===== config.mk =====
export PLATFORM = sky130hd
export DESIGN_NAME = seg7_scan_ctrl_flat
export DESIGN_NICKNAME = d
export VERILOG_FILES = /design/src/rtl/seg7_pkg.sv /design/src/rtl/seg7_scan_ctrl_if.sv /design/src/rtl/seg7_refresh_div.sv /design/src/rtl/seg7_scan_ctrl.sv /design/src/flat_wrapper.sv
export SDC_FILE = /design/constraint.sdc
export NUM_CORES = 1
export LEC_CHECK = 0
export CAP_MARGIN = 10
export CORE_ASPECT_RATIO = 0.75
export CORE_UTILIZATION = 58
export CTS_BUF_LIST = sky130_fd_sc_hd__clkbuf_8
export DETAILED_ROUTE_END_ITERATION = 16
export PLACE_DENSITY = 0.79
export SLEW_MARGIN = 20
export SYNTH_ARGS = -nofsm -noshare
export SYNTH_HDL_FRONTEND = slang
export SYNTH_HIERARCHICAL = 1
export SYNTH_SLANG_ARGS = --single-unit

===== constraint.sdc =====
create_clock -name clk -period 2.7 [get_ports clk]
set_clock_uncertainty 0.05 [all_clocks]
set_input_delay 0.27 -clock clk [delete_from_list [all_inputs] [get_ports clk]]
set_output_delay 0.27 -clock clk [all_outputs]
set_load 0.02 [all_outputs]

===== src/rtl/seg7_pkg.sv =====
// Shared types and helpers for multiplexed 7-segment display controllers.
package seg7_pkg;

    typedef logic [3:0] bcd_digit_t;

    // Code the shared decoder renders as all segments off.
    localparam bcd_digit_t BLANK_CODE = 4'hF;

    localparam int MAX_DIGITS = 32;

    function automatic logic [MAX_DIGITS-1:0] onehot(input int unsigned pos);
        return MAX_DIGITS'(1) << pos;
    endfunction

endpackage


===== src/rtl/seg7_scan_ctrl_if.sv =====
// Host-side load port and decoder-side scan outputs of the 7-segment scan controller.
interface seg7_scan_ctrl_if
    import seg7_pkg::*;
#(
    parameter int NUM_DIGITS = 4
);

    logic                      load;
    logic [4*NUM_DIGITS-1:0]   bcd_in;
    logic [NUM_DIGITS-1:0]     dp_in;
    logic                      blank_en;
    bcd_digit_t                bcd_out;
    logic [NUM_DIGITS-1:0]     digit_en;
    logic                      dp_out;
    logic                      pending;
    logic                      frame_tick;

    modport master (
        output load, bcd_in, dp_in, blank_en,
        input  bcd_out, digit_en, dp_out, pending, frame_tick
    );

    modport slave (
        input  load, bcd_in, dp_in, blank_en,
        output bcd_out, digit_en, dp_out, pending, frame_tick
    );

endinterface


===== src/rtl/seg7_refresh_div.sv =====
// Slot timer for scanned displays: wraps every REFRESH_DIV cycles and flags the
// leading GUARD cycles of each slot during which all enables must stay off.
module seg7_refresh_div #(
    parameter int REFRESH_DIV = 50000,
    parameter int GUARD       = 2
) (
    input  logic clk,
    input  logic rst_n,
    output logic wrap_o,
    output logic in_guard_o
);

    localparam int CNT_W = (REFRESH_DIV > 1) ? $clog2(REFRESH_DIV) : 1;

    typedef logic [CNT_W-1:0] cnt_t;

    cnt_t cnt_q;
    cnt_t cnt_d;

    assign wrap_o     = (cnt_q == cnt_t'(REFRESH_DIV - 1));
    assign in_guard_o = (cnt_q < cnt_t'(GUARD));

    always_comb begin
        cnt_d = wrap_o ? '0 : cnt_q + cnt_t'(1);
    end

    always_ff @(posedge clk or negedge rst_n) begin
        if (!rst_n) begin
            cnt_q <= '0;
        end else begin
            cnt_q <= cnt_d;
        end
    end

endmodule


===== src/rtl/seg7_scan_ctrl.sv =====
// Time-multiplexed scan controller for an N-digit common-cathode 7-segment display
// with frame-aligned double buffering and leading-zero blanking.
module seg7_scan_ctrl
    import seg7_pkg::*;
#(
    parameter int NUM_DIGITS  = 4,
    parameter int REFRESH_DIV = 50000,
    parameter int GUARD       = 2
) (
    input  logic             clk,
    input  logic             rst_n,
    seg7_scan_ctrl_if.slave  bus
);

    localparam int IDX_W = (NUM_DIGITS > 1) ? $clog2(NUM_DIGITS) : 1;

    typedef logic [IDX_W-1:0] idx_t;

    logic wrap;
    logic in_guard;
    logic frame_wrap;

    idx_t idx_q;
    idx_t idx_d;

    bcd_digit_t [NUM_DIGITS-1:0] active_bcd_q, active_bcd_d;
    bcd_digit_t [NUM_DIGITS-1:0] shadow_bcd_q, shadow_bcd_d;
    logic [NUM_DIGITS-1:0]       active_dp_q, active_dp_d;
    logic [NUM_DIGITS-1:0]       shadow_dp_q, shadow_dp_d;
    logic                        pending_q, pending_d;

    logic [NUM_DIGITS-1:0]       blank_mask;

    logic [NUM_DIGITS-1:0]       digit_en_q, digit_en_d;
    bcd_digit_t                  bcd_out_q, bcd_out_d;
    logic                        dp_out_q, dp_out_d;
    logic                        frame_tick_q, frame_tick_d;

    seg7_refresh_div #(
        .REFRESH_DIV (REFRESH_DIV),
        .GUARD       (GUARD)
    ) u_refresh_div (
        .clk        (clk),
        .rst_n      (rst_n),
        .wrap_o     (wrap),
        .in_guard_o (in_guard)
    );

    assign frame_wrap = wrap && (idx_q == idx_t'(NUM_DIGITS - 1));

    always_comb begin
        idx_d = idx_q;
        if (wrap) begin
            idx_d = frame_wrap ? '0 : idx_q + idx_t'(1);
        end
    end

    // The active value only ever changes on a frame boundary, so a frame is never torn.
    always_comb begin
        active_bcd_d = active_bcd_q;
        active_dp_d  = active_dp_q;
        shadow_bcd_d = shadow_bcd_q;
        shadow_dp_d  = shadow_dp_q;
        pending_d    = pending_q;
        if (bus.load) begin
            shadow_bcd_d = bus.bcd_in;
            shadow_dp_d  = bus.dp_in;
            pending_d    = 1'b1;
        end
        if (frame_wrap) begin
            if (bus.load) begin
                active_bcd_d = bus.bcd_in;
                active_dp_d  = bus.dp_in;
                pending_d    = 1'b0;
            end else if (pending_q) begin
                active_bcd_d = shadow_bcd_q;
                active_dp_d  = shadow_dp_q;
                pending_d    = 1'b0;
            end
        end
    end

    // A digit is blank when it and every more significant digit are zero; digit 0 never is.
    always_comb begin
        logic zeros_above;
        zeros_above = 1'b1;
        blank_mask  = '0;
        for (int i = NUM_DIGITS - 1; i > 0; i--) begin
            zeros_above   = zeros_above && (active_bcd_q[i] == 4'h0);
            blank_mask[i] = bus.blank_en && zeros_above;
        end
    end

    always_comb begin
        digit_en_d   = in_guard ? '0 : NUM_DIGITS'(onehot(32'(idx_q)));
        bcd_out_d    = blank_mask[idx_q] ? BLANK_CODE : active_bcd_q[idx_q];
        dp_out_d     = active_dp_q[idx_q] && !in_guard;
        frame_tick_d = frame_wrap;
    end

    always_ff @(posedge clk or negedge rst_n) begin
        if (!rst_n) begin
            idx_q        <= '0;
            active_bcd_q <= '0;
            active_dp_q  <= '0;
            shadow_bcd_q <= '0;
            shadow_dp_q  <= '0;
            pending_q    <= 1'b0;
        end else begin
            idx_q        <= idx_d;
            active_bcd_q <= active_bcd_d;
            active_dp_q  <= active_dp_d;
            shadow_bcd_q <= shadow_bcd_d;
            shadow_dp_q  <= shadow_dp_d;
            pending_q    <= pending_d;
        end
    end

    always_ff @(posedge clk or negedge rst_n) begin
        if (!rst_n) begin
            digit_en_q   <= '0;
            bcd_out_q    <= BLANK_CODE;
            dp_out_q     <= 1'b0;
            frame_tick_q <= 1'b0;
        end else begin
            digit_en_q   <= digit_en_d;
            bcd_out_q    <= bcd_out_d;
            dp_out_q     <= dp_out_d;
            frame_tick_q <= frame_tick_d;
        end
    end

    assign bus.digit_en   = digit_en_q;
    assign bus.bcd_out    = bcd_out_q;
    assign bus.dp_out     = dp_out_q;
    assign bus.pending    = pending_q;
    assign bus.frame_tick = frame_tick_q;

endmodule


===== src/flat_wrapper.sv =====
// flat-port wrapper written by rule: the top's interface ports become plain ports
module seg7_scan_ctrl_flat import seg7_pkg::*;
#(
    parameter int NUM_DIGITS  = 4,
    parameter int REFRESH_DIV = 50000,
    parameter int GUARD       = 2
)
  (clk, rst_n, bus_load, bus_bcd_in, bus_dp_in, bus_blank_en, bus_bcd_out, bus_digit_en, bus_dp_out, bus_pending, bus_frame_tick);
  seg7_scan_ctrl_if #(.NUM_DIGITS(NUM_DIGITS)) bus_i ();
  input  logic clk;
  input  logic rst_n;
  input wire logic [$bits(bus_i.load)-1:0] bus_load;
  input wire logic [$bits(bus_i.bcd_in)-1:0] bus_bcd_in;
  input wire logic [$bits(bus_i.dp_in)-1:0] bus_dp_in;
  input wire logic [$bits(bus_i.blank_en)-1:0] bus_blank_en;
  output wire logic [$bits(bus_i.bcd_out)-1:0] bus_bcd_out;
  output wire logic [$bits(bus_i.digit_en)-1:0] bus_digit_en;
  output wire logic [$bits(bus_i.dp_out)-1:0] bus_dp_out;
  output wire logic [$bits(bus_i.pending)-1:0] bus_pending;
  output wire logic [$bits(bus_i.frame_tick)-1:0] bus_frame_tick;
  assign bus_i.load = bus_load;
  assign bus_i.bcd_in = bus_bcd_in;
  assign bus_i.dp_in = bus_dp_in;
  assign bus_i.blank_en = bus_blank_en;
  assign bus_bcd_out = bus_i.bcd_out;
  assign bus_digit_en = bus_i.digit_en;
  assign bus_dp_out = bus_i.dp_out;
  assign bus_pending = bus_i.pending;
  assign bus_frame_tick = bus_i.frame_tick;
  seg7_scan_ctrl #(.NUM_DIGITS(NUM_DIGITS), .REFRESH_DIV(REFRESH_DIV), .GUARD(GUARD)) u_core (.clk(clk), .rst_n(rst_n), .bus(bus_i));
endmodule

==> results of run 1 <==
path summary, 6_finish.rpt:
path	start	end	slack [ns]	cells past startpoint
max	u_core/u_refresh_div/cnt_q[10]	u_core/active_bcd_q[10]	0.41	6
min	u_core/shadow_bcd_q[11]	u_core/shadow_bcd_q[11]	0.44	1
max reg2reg	u_core/u_refresh_div/cnt_q[10]	u_core/active_bcd_q[10]	0.41	6
min reg2reg	u_core/shadow_bcd_q[11]	u_core/shadow_bcd_q[11]	0.44	1
max in group asynchronous	rst_n	u_core/bus.bcd_out[3]	1.45	3
min in group asynchronous	rst_n	u_core/shadow_dp_q[1]	0.45	2
cells in the final DEF, fill, tap and decap left out, types with 2 or more instances in the layout:
cell,synthesis,routed
o21bai_1,4,4
nand3_1,7,7
xor2_1,9,9
dfrtp_1,65,65
mux2_2,20,20
nand4_1,4,4
dfstp_2,4,4
nor4_1,8,8
buf_4,0,2
clkdlybuf4s50_1,0,33
nor3_1,4,4
ha_1,5,5
nor2b_1,6,6
mux2_4,20,20
nand2_1,8,8
nor2_1,16,16
xnor2_1,5,5
o21ai_0,2,2
inv_1,4,7
clkbuf_8,0,12
mux4_2,5,5
cell families after synthesis:
family | synth area share [%]
fa+ha+maj | 2.08
mux | 21.2
buf+inv | 2.70
xor+xnor | 4.07
compound gates | 2.04
flops | 57.5
simple gates | 10.4
cells in the mapped netlist:
master / instances / area share (%)
dfrtp_1: 65 / 54
and3_1: 1 / 0.21
nor3_1: 4 / 0.67
nor4_4: 1 / 0.71
inv_1: 4 / 0.50
xor2_1: 9 / 2.6
nand4_1: 4 / 0.83
dfstp_2: 4 / 3.5
nor2b_1: 6 / 1.2
mux2_4: 20 / 10
o21bai_1: 4 / 1.0
o21ai_0: 2 / 0.33
and2_4: 1 / 0.29
and2_1: 1 / 0.21
nor4_1: 8 / 1.7
o21ai_2: 1 / 0.29
o211ai_1: 1 / 0.25
nand3_1: 7 / 1.2
or2_2: 1 / 0.21
buf_6: 5 / 1.9
ha_1: 5 / 2.1
a21oi_1: 1 / 0.17
xnor2_1: 5 / 1.5
nand2_1: 8 / 1.0
buf_2: 2 / 0.33
or3_1: 1 / 0.21
nor2_1: 16 / 2.0
mux2_2: 20 / 7.5
mux4_2: 5 / 3.7
final cells by class:
class | count | area [sq um] | area share (%)
Timing Repair Buffer | 38 | 380 | 10.5
Tap cell | 60 | 75.1 | 2.08
Multi-Input combinational cell | 132 | 1200 | 33.2
Inverter | 4 | 15.0 | 0.416
Clock buffer | 12 | 165 | 4.58
Clock inverter | 4 | 41.3 | 1.15
Sequential cell | 69 | 1730 | 48.0
sequential cells by signal, indices dropped and copies added, names as in the netlist:
register                    cells
u_core/active_bcd_q            16
u_core/bus.dp_out               1
u_core/shadow_bcd_q            16
u_core/active_dp_q              4
u_core/bus.bcd_out              4
u_core/bus.pending              1
u_core/bus.digit_en             4
u_core/u_refresh_div/cnt_q     16
u_core/shadow_dp_q              4
u_core/bus.frame_tick           1
u_core/idx_q                    2
stage by stage:
step	area, sq um	setup WS [ns]
detailed placement	3390	0.439
finish	3610	0.414
floorplan	3010	0.449
global placement	3390	0.539
global route	3610	0.273
CTS	3610	0.403
critical path, stage by stage (launching register included):
cell	delay [ns]
dfrtp_1	0.44
nor4_1	0.32
nand2_1	0.15
nor4_4	0.32
and2_4	0.20
o21ai_2	0.27
mux2_2	0.40
metal layers:
layer / wire (microns) / GRT usage, %
met5: 0 / 0
met4: 70 / 6.99
met3: 334 / 9.04
met2: 2250 / 31.3
met1: 2600 / 34.7
what timing repair did:
action | CTS | global route
resized for setup | 0 | 0
setup endpoints to repair | 0 | 0
hold endpoints to repair | 27 | 0
hold buffers | 1 | 0
power breakdown:
part           switching, W  internal [W]  leakage (nW)
registers        0.00000844       0.00106         0.879
clock network      0.000354      0.000492         0.116
logic             0.0000518     0.0000778         0.714
==> impl_metrics.env, run 1 <==
export IMPL_yosysSeqAreaShare_pct=57.5
export IMPL_dp_cells=302
export IMPL_fin_crit_sh_pct=84.7
export IMPL_final_core_util_pct=72.8
export IMPL_clk_pin_slew_worst_paths_ns=0.07
export IMPL_vias=1783
export IMPL_maxCapViolations=0
export IMPL_area_growth_pct=19.8
export IMPL_cts_made_buffers=9
export IMPL_grt_pass1_wl_microns=9280
export IMPL_first_iter_violations=84
export IMPL_die_h_microns=64.4
export IMPL_layout_min_cycle_time_ns=2.29
export IMPL_cts_root_buf="clkbuf_8"
export IMPL_max_vdd_ir_drop_mv=0.410
export IMPL_tns_ns=0
export IMPL_die_w_microns=85.2
export IMPL_rows=22
export IMPL_drt_pass1_iterations=4
export IMPL_synthDistinctLibCells=29
export IMPL_vias_per_cell=5.59
export IMPL_dieArea_sq_um=5490
export IMPL_hold_ws_ns=0.444
export IMPL_antenna_cells=0
export IMPL_ys_warn_count=6
export IMPL_slew_violations=0
export IMPL_grt_max_degree=41
export IMPL_setup_viol=0
export IMPL_ant_nets=0
export IMPL_critical_path_required_ns=2.88
export IMPL_arrival_ns=2.46
export IMPL_finalWirelength_microns=5250
export IMPL_avgSynthCellArea_sq_um=14.2
export IMPL_worst_pin_slew_ns=1.04
export IMPL_antenna_found_initial=0
export IMPL_core_area_sq_um=4950
export IMPL_finalPower_w=0.00205
export IMPL_place_hpwl_microns=3610
export IMPL_track_usage_pct=23.2
export IMPL_stdcell_count=319
export IMPL_drc=0
export IMPL_status="complete, no violations"
export IMPL_htree_num_levels=3
export IMPL_endpoint_kind="register"
export IMPL_place_port_buffers=34
export IMPL_clk_latency_ns=0.35
export IMPL_grt_pass1_vias=1760
export IMPL_synth_nets=241
export IMPL_io_pins=35
export IMPL_crit_type="register to register"
export IMPL_grt_overflow=0
export IMPL_cp_max_fo=20
export IMPL_min_path_type="register to register"
export IMPL_drive_gt1_share_pct=27.0
export IMPL_nets=283
export IMPL_avgRoutedWirePerCell_microns=16.5
export IMPL_fmax_ghz=0.437
export IMPL_syn_instance_count=212
export IMPL_clockBufferDepth=2
export IMPL_synth_area_sq_um=3010
export IMPL_hold_viol_final=0
export IMPL_n_fill_cell=320
export IMPL_post_cts_buffers=0
export IMPL_cts_tree="done"
export IMPL_crit_path_start_kind="register"
export IMPL_p_leak_nw=1.71
export IMPL_start_util_pct=60.8
export IMPL_rsz0062_at_grt="no"
export IMPL_slew_limit_headroom_pct=30.7
export IMPL_power_density_nw_per_um2=568
export IMPL_cts_sinks=69
export IMPL_ys_seq_elements=69
export IMPL_gp_congestion=0.859
(Power assumes the default switching activity.)
==> inputs of run 2 (changes only) <==
--- a/config.mk
+++ b/config.mk
@@ -7,10 +7,10 @@
 export LEC_CHECK = 0
 export CAP_MARGIN = 10
 export CORE_ASPECT_RATIO = 0.75
-export CORE_UTILIZATION = 58
+export CORE_UTILIZATION = 52
 export CTS_BUF_LIST = sky130_fd_sc_hd__clkbuf_8
 export DETAILED_ROUTE_END_ITERATION = 16
-export PLACE_DENSITY = 0.79
+export PLACE_DENSITY = 0.75
 export SLEW_MARGIN = 20
 export SYNTH_ARGS = -nofsm -noshare
 export SYNTH_HDL_FRONTEND = slang
==> constraint.sdc (replaced) <==
create_clock -name clk -period 2.1 [get_ports clk]
set_clock_uncertainty 0.05 [all_clocks]
set_input_delay 0.21 -clock clk [delete_from_list [all_inputs] [get_ports clk]]
set_output_delay 0.21 -clock clk [all_outputs]
set_load 0.02 [all_outputs]
==> run 2 against run 1 <==
Sequential share of layout area down 2.6 points. Total power up 31%. Global-route usage down 4.4 points. Clock power up 35%. Worst setup slack worse by 0.35 ns. Count of clock-buffer cells in the layout down 3. Non-clock buffer count up 19.
==> impl_metrics.env, run 2 (synthesis gave the netlist of run 1 again) <==
export IMPL_critical_path_top_delay_family="simple AND/OR/NAND/NOR gates"
export IMPL_vias=1831
export IMPL_endpoint_kind="register"
export IMPL_hold_viol_final=0
export IMPL_crit_path_max_incr_delay_ns=0.42
export IMPL_die_h_microns=67.9
export IMPL_grt_overflow=0
export IMPL_multi_input_area_sq_um=1210
export IMPL_rows=23
export IMPL_rrSetupSlack_ns=0.06
export IMPL_grt_max_degree=46
export IMPL_first_iter_violations=140
export IMPL_gp_congestion=0.805
export IMPL_stdcell_area_sq_um=3810
export IMPL_layout_min_cycle_time_ns=2.04
export IMPL_dieArea_sq_um=6100
export IMPL_cts_sinks=69
export IMPL_start_util_pct=55.1
export IMPL_crit_path_start_kind="register"
export IMPL_place_port_buffers=34
export IMPL_layout_common_cells="65 x dfrtp_1, 33 x clkdlybuf4s50_1, 20 x mux2_4, 20 x mux2_2, 19 x buf_4"
export IMPL_cts_made_buffers=9
export IMPL_htree_num_levels=3
export IMPL_area_growth_pct=26.7
export IMPL_track_usage_pct=18.9
export IMPL_setup_viol=0
export IMPL_r2r_end="u_core/active_bcd_q[4]"
export IMPL_ff_latch_area_sq_um=1730
export IMPL_cts_root_buf="clkbuf_8"
export IMPL_fin_crit_sh_pct=97.1
export IMPL_place_area_sq_um=3550
export IMPL_drt_pass1_iterations=4
export IMPL_slew_violations=0
export IMPL_status="complete, no violations"
export IMPL_min_path_type="primary input to asynchronous set/reset pin"
export IMPL_cp_slowest_cell="dfrtp_1"
export IMPL_rsz0062_at_grt="yes"
export IMPL_grt_pass1_vias=1715
export IMPL_drive_gt1_share_pct=33.8
export IMPL_critPathBufInv=1
export IMPL_maxCapViolations=0
export IMPL_cp_max_fo=20
export IMPL_avgRoutedWirePerCell_microns=15.1
export IMPL_hold_ws_ns=0.367
export IMPL_slew_limit_headroom_pct=59.8
export IMPL_max_vdd_ir_drop_mv=0.591
export IMPL_core_area_sq_um=5470
export IMPL_place_hpwl_microns=3650
export IMPL_cts_tree="done"
export IMPL_startpoint="u_core/u_refresh_div/cnt_q[7]"
export IMPL_p_leak_nw=1.80
export IMPL_power_density_nw_per_um2=704
export IMPL_reg2reg_from="u_core/u_refresh_div/cnt_q[7]"
export IMPL_fmax_ghz=0.490
export IMPL_grt_pass1_wl_microns=8540
export IMPL_final_common_cell="dfrtp_1"
export IMPL_r2r_cells=7
export IMPL_nets=302
export IMPL_io_pins=35
export IMPL_cp_depth=7
export IMPL_antenna_found_initial=0
export IMPL_finalWirelength_microns=5320
export IMPL_vias_per_cell=5.19
export IMPL_cp_endpoint="u_core/active_bcd_q[4]"
export IMPL_worst_pin_slew_ns=0.602
export IMPL_antenna_cells=0
export IMPL_path_cells="nor3_1, nand2_1, nor4_4, and2_4, o21ai_2, buf_12, mux2_4"
export IMPL_n_fill_cell=366
export IMPL_critical_path_required_ns=2.27
export IMPL_finalPower_w=0.00269
export IMPL_clk_latency_ns=0.34
export IMPL_tns_ns=0
export IMPL_die_w_microns=89.9
export IMPL_arrival_ns=2.21
export IMPL_crit_type="register to register"
export IMPL_ant_nets=0
export IMPL_drc=0
export IMPL_clockBufferDepth=2
export IMPL_clk_pin_slew_worst_paths_ns=0.07
export IMPL_reg_top3="u_core/active_bcd_q: 16 flops, u_core/shadow_bcd_q: 16 flops, u_core/u_refresh_div/cnt_q: 16 flops"
## run 2: repair_timing
item	CTS	global route
setup endpoints to repair	0	20
hold buffers	1	0
resized for setup	0	1
endpoints found under the hold margin	24	0
setup buffers	0	4
## run 2: metal layers
metal  up-vias  GRT usage (%)  part of all wire (%)
met5         -              0                     0
met2        58           27.3                    43
met4         0           6.65                  0.86
met3         7           6.00                   6.0
met1       902           27.1                    50
li1        864              -                     -
## run 2: worst min path at each step
stage | cells after the start | to | slack [ns] | from
3_3_place_gp | 1 | u_core/u_refresh_div/cnt_q[1] | 0.20 | rst_n
5_1_grt | 2 | u_core/active_bcd_q[13] | 0.42 | rst_n
3_5_place_dp | 1 | u_core/u_refresh_div/cnt_q[5] | 0.21 | rst_n
4_1_cts | 2 | u_core/u_refresh_div/cnt_q[10] | 0.37 | rst_n
2_1_floorplan | 0 | u_core/active_bcd_q[0] | -0.14 | rst_n
6_report | 2 | u_core/active_dp_q[3] | 0.37 | rst_n
## run 2: cell type report
cell class	count	share of cell area [%]
clock buffer	9	3.25
clock inverter	7	2.39
inverter	4	0.394
multi-input combinational	132	31.7
sequential	69	45.4
tap	75	2.46
timing repair buffer	57	14.4
## run 2: worst register-to-register path, cell delays in order (launching register included)
cell and delay [ns]:
dfrtp_1 0.42, nor3_1 0.26, nand2_1 0.15, nor4_4 0.33
and2_4 0.19, o21ai_2 0.06, buf_12 0.16, mux2_4 0.30
## run 2: report_power, final
group | internal [W] | switching, W
registers | 0.00137 | 0.0000111
logic | 0.000102 | 0.0000671
clock network | 0.000661 | 0.000478
## run 2: through the flow
stage | util (%) | instances | worst slack [ns]
2_1_floorplan | - | 212 | -0.0199
3_3_place_gp | 65.0 | 332 | 0.0653
3_5_place_dp | 65.0 | 332 | 0.0590
4_1_cts | 69.1 | 349 | 0.0349
5_1_grt | 69.8 | 353 | -0.0684
6_report | 69.8 | 353 | 0.0612
==> inputs of run 3 (changes only) <==
--- a/config.mk
+++ b/config.mk
@@ -6,8 +6,10 @@
 export NUM_CORES = 1
 export LEC_CHECK = 0
 export CAP_MARGIN = 10
+export CELL_PAD_IN_SITES_DETAIL_PLACEMENT = 1
+export CELL_PAD_IN_SITES_GLOBAL_PLACEMENT = 2
 export CORE_ASPECT_RATIO = 0.75
-export CORE_UTILIZATION = 52
+export CORE_UTILIZATION = 37
 export CTS_BUF_LIST = sky130_fd_sc_hd__clkbuf_8
 export DETAILED_ROUTE_END_ITERATION = 16
 export PLACE_DENSITY = 0.75
==> run 3 against run 2 <==
Flip-flop and latch count is the same. Critical path type unchanged. Largest power group unchanged. Sequential share of layout area up 0.24 points. Global-route usage down 3.4 points. Die area is 39% higher.
==> impl_metrics.env, run 3 (synthesis gave the netlist of run 1 again) <==
export IMPL_status="complete, no violations"
export IMPL_first_iter_violations=55
export IMPL_area_growth_pct=26.1
export IMPL_setup_slack_ns=0.168
export IMPL_fin_crit_sh_pct=92.0
export IMPL_cp_max_fo=20
export IMPL_antenna_cells=0
export IMPL_reg_top3="u_core/active_bcd_q: 16 flops, u_core/shadow_bcd_q: 16 flops, u_core/u_refresh_div/cnt_q: 16 flops"
export IMPL_die_w_microns=106
export IMPL_clockBufferDepth=2
export IMPL_cp_slowest_cell="dfrtp_1"
export IMPL_crit_type="register to register"
export IMPL_crit_path_start_kind="register"
export IMPL_cts_hold_fix_buffers=1
export IMPL_cts_resized=0
export IMPL_fmax_ghz=0.518
export IMPL_place_hpwl_microns=4040
export IMPL_drc=0
export IMPL_maxCapViolations=0
export IMPL_finalWirelength_microns=5850
export IMPL_track_usage_pct=15.5
export IMPL_stdcell_area_sq_um=3790
export IMPL_critical_path_required_ns=2.28
export IMPL_vias_per_cell=4.77
export IMPL_cts_root_buf="clkbuf_8"
export IMPL_power_density_nw_per_um2=712
export IMPL_avgRoutedWirePerCell_microns=15.5
export IMPL_place_area_sq_um=3570
export IMPL_post_cts_buffers=0
export IMPL_endpoint_kind="register"
export IMPL_clk_pin_slew_worst_paths_ns=0.07
export IMPL_worst_pin_slew_ns=0.375
export IMPL_slew_limit_headroom_pct=74.9
export IMPL_grt_pass1_wl_microns=9770
export IMPL_final_common_cell="dfrtp_1"
export IMPL_nets=297
export IMPL_slew_violations=0
export IMPL_drt_pass1_iterations=4
export IMPL_gp_congestion=0.761
export IMPL_cts_tree="done"
export IMPL_grt_overflow=0
export IMPL_ant_nets=0
export IMPL_n_fill_cell=831
export IMPL_p_leak_nw=1.78
export IMPL_rows=28
export IMPL_critical_path_top_delay_family="simple AND/OR/NAND/NOR gates"
export IMPL_min_path_type="primary input to asynchronous set/reset pin"
export IMPL_core_area_sq_um=7880
export IMPL_layout_min_cycle_time_ns=1.93
export IMPL_arrival_ns=2.11
export IMPL_vias=1803
export IMPL_drive_gt1_share_pct=32.6
export IMPL_critPathBufInv=1
export IMPL_crit_path_max_incr_delay_ns=0.42
export IMPL_hold_viol_final=0
export IMPL_rsz0062_at_grt="no"
export IMPL_htree_num_levels=3
export IMPL_max_vdd_ir_drop_mv=0.275
export IMPL_path_cells="nor3_1, nand2_1, nor4_4, and2_4, o21ai_2, buf_12, mux2_4"
export IMPL_cts_made_buffers=9
export IMPL_clk_latency_ns=0.34
export IMPL_cts_sinks=69
export IMPL_die_h_microns=80.1
export IMPL_layout_common_cells="65 x dfrtp_1, 33 x clkdlybuf4s50_1, 20 x mux2_4, 20 x mux2_2, 16 x nor2_1"
export IMPL_io_pins=35
export IMPL_grt_max_degree=70
export IMPL_dp_slack_ns=0.169
export IMPL_setup_viol=0
export IMPL_place_port_buffers=34
export IMPL_grt_pass1_vias=1837
export IMPL_dieArea_sq_um=8500
export IMPL_antenna_found_initial=0
export IMPL_start_util_pct=38.2
[run 3: cell types whose count changed in the layout (fill, tap and decap cells not counted), sizes merged]
cell,delta
buf,-5
clkinv,+2
clkinvlp,-1
inv,-1
[run 3: worst min-delay path, cell delays in order]
cell and delay (ns):
dlygate4sd3_1 0.52, buf_2 0.12, buf_12 0.31
[run 3: report_power, final]
part	internal (W)	leakage, nW	switching, W	total, W
combinational	0.000101	0.792	0.0000683	0.000169
sequential	0.00137	0.879	0.0000111	0.00138
clock	0.000661	0.105	0.000495	0.00116
[run 3: through the flow]
stage	hold WS [ns]	cells	power [W]	setup TNS, ns	utilization, %
final	0.360	378	0.00270	0	48.1
after global routing	0.413	378	0.00282	0	48.1
after CTS	0.363	378	0.00276	0	48.1
after detailed placement	0.216	361	0.00157	0	45.3
after global placement	0.211	361	0.00157	0	45.3
after floorplan	-0.136	212	0.00148	-0.0199	-
[run 3: final timing paths]
check / from / to / slack [ns] / cells after the start
setup / recovery: u_core/u_refresh_div/cnt_q[7] / u_core/active_bcd_q[4] / 0.17 / 7
hold reg to reg: u_core/shadow_bcd_q[5] / u_core/shadow_bcd_q[5] / 0.44 / 1
max in group asynchronous: rst_n / u_core/bus.bcd_out[2] / 1.32 / 3
setup reg to reg: u_core/u_refresh_div/cnt_q[7] / u_core/active_bcd_q[4] / 0.17 / 7
hold / removal: rst_n / u_core/shadow_bcd_q[1] / 0.36 / 3
min in group clk: u_core/shadow_bcd_q[5] / u_core/shadow_bcd_q[5] / 0.44 / 1
[run 3: area by class of cell]
class / instances / area [sq um] / share of cell area [%]
Timing Repair Buffer: 52 / 498 / 13.1
Sequential cell: 69 / 1730 / 45.6
Clock buffer: 9 / 124 / 3.26
Inverter: 4 / 15.0 / 0.396
Clock inverter: 7 / 90.1 / 2.37
Tap cell: 105 / 131 / 3.46
Multi-Input combinational cell: 132 / 1200 / 31.8
[run 3: metal layers]
layer | up-vias | wire (microns) | track usage (%) | part of all wire, %
met5 | - | 0 | 0 | 0
met4 | 0 | 31 | 5.42 | 0.53
met3 | 2 | 248 | 4.87 | 4.2
met2 | 36 | 2330 | 20.3 | 40
met1 | 915 | 3240 | 23.6 | 55
li1 | 850 | - | - | -
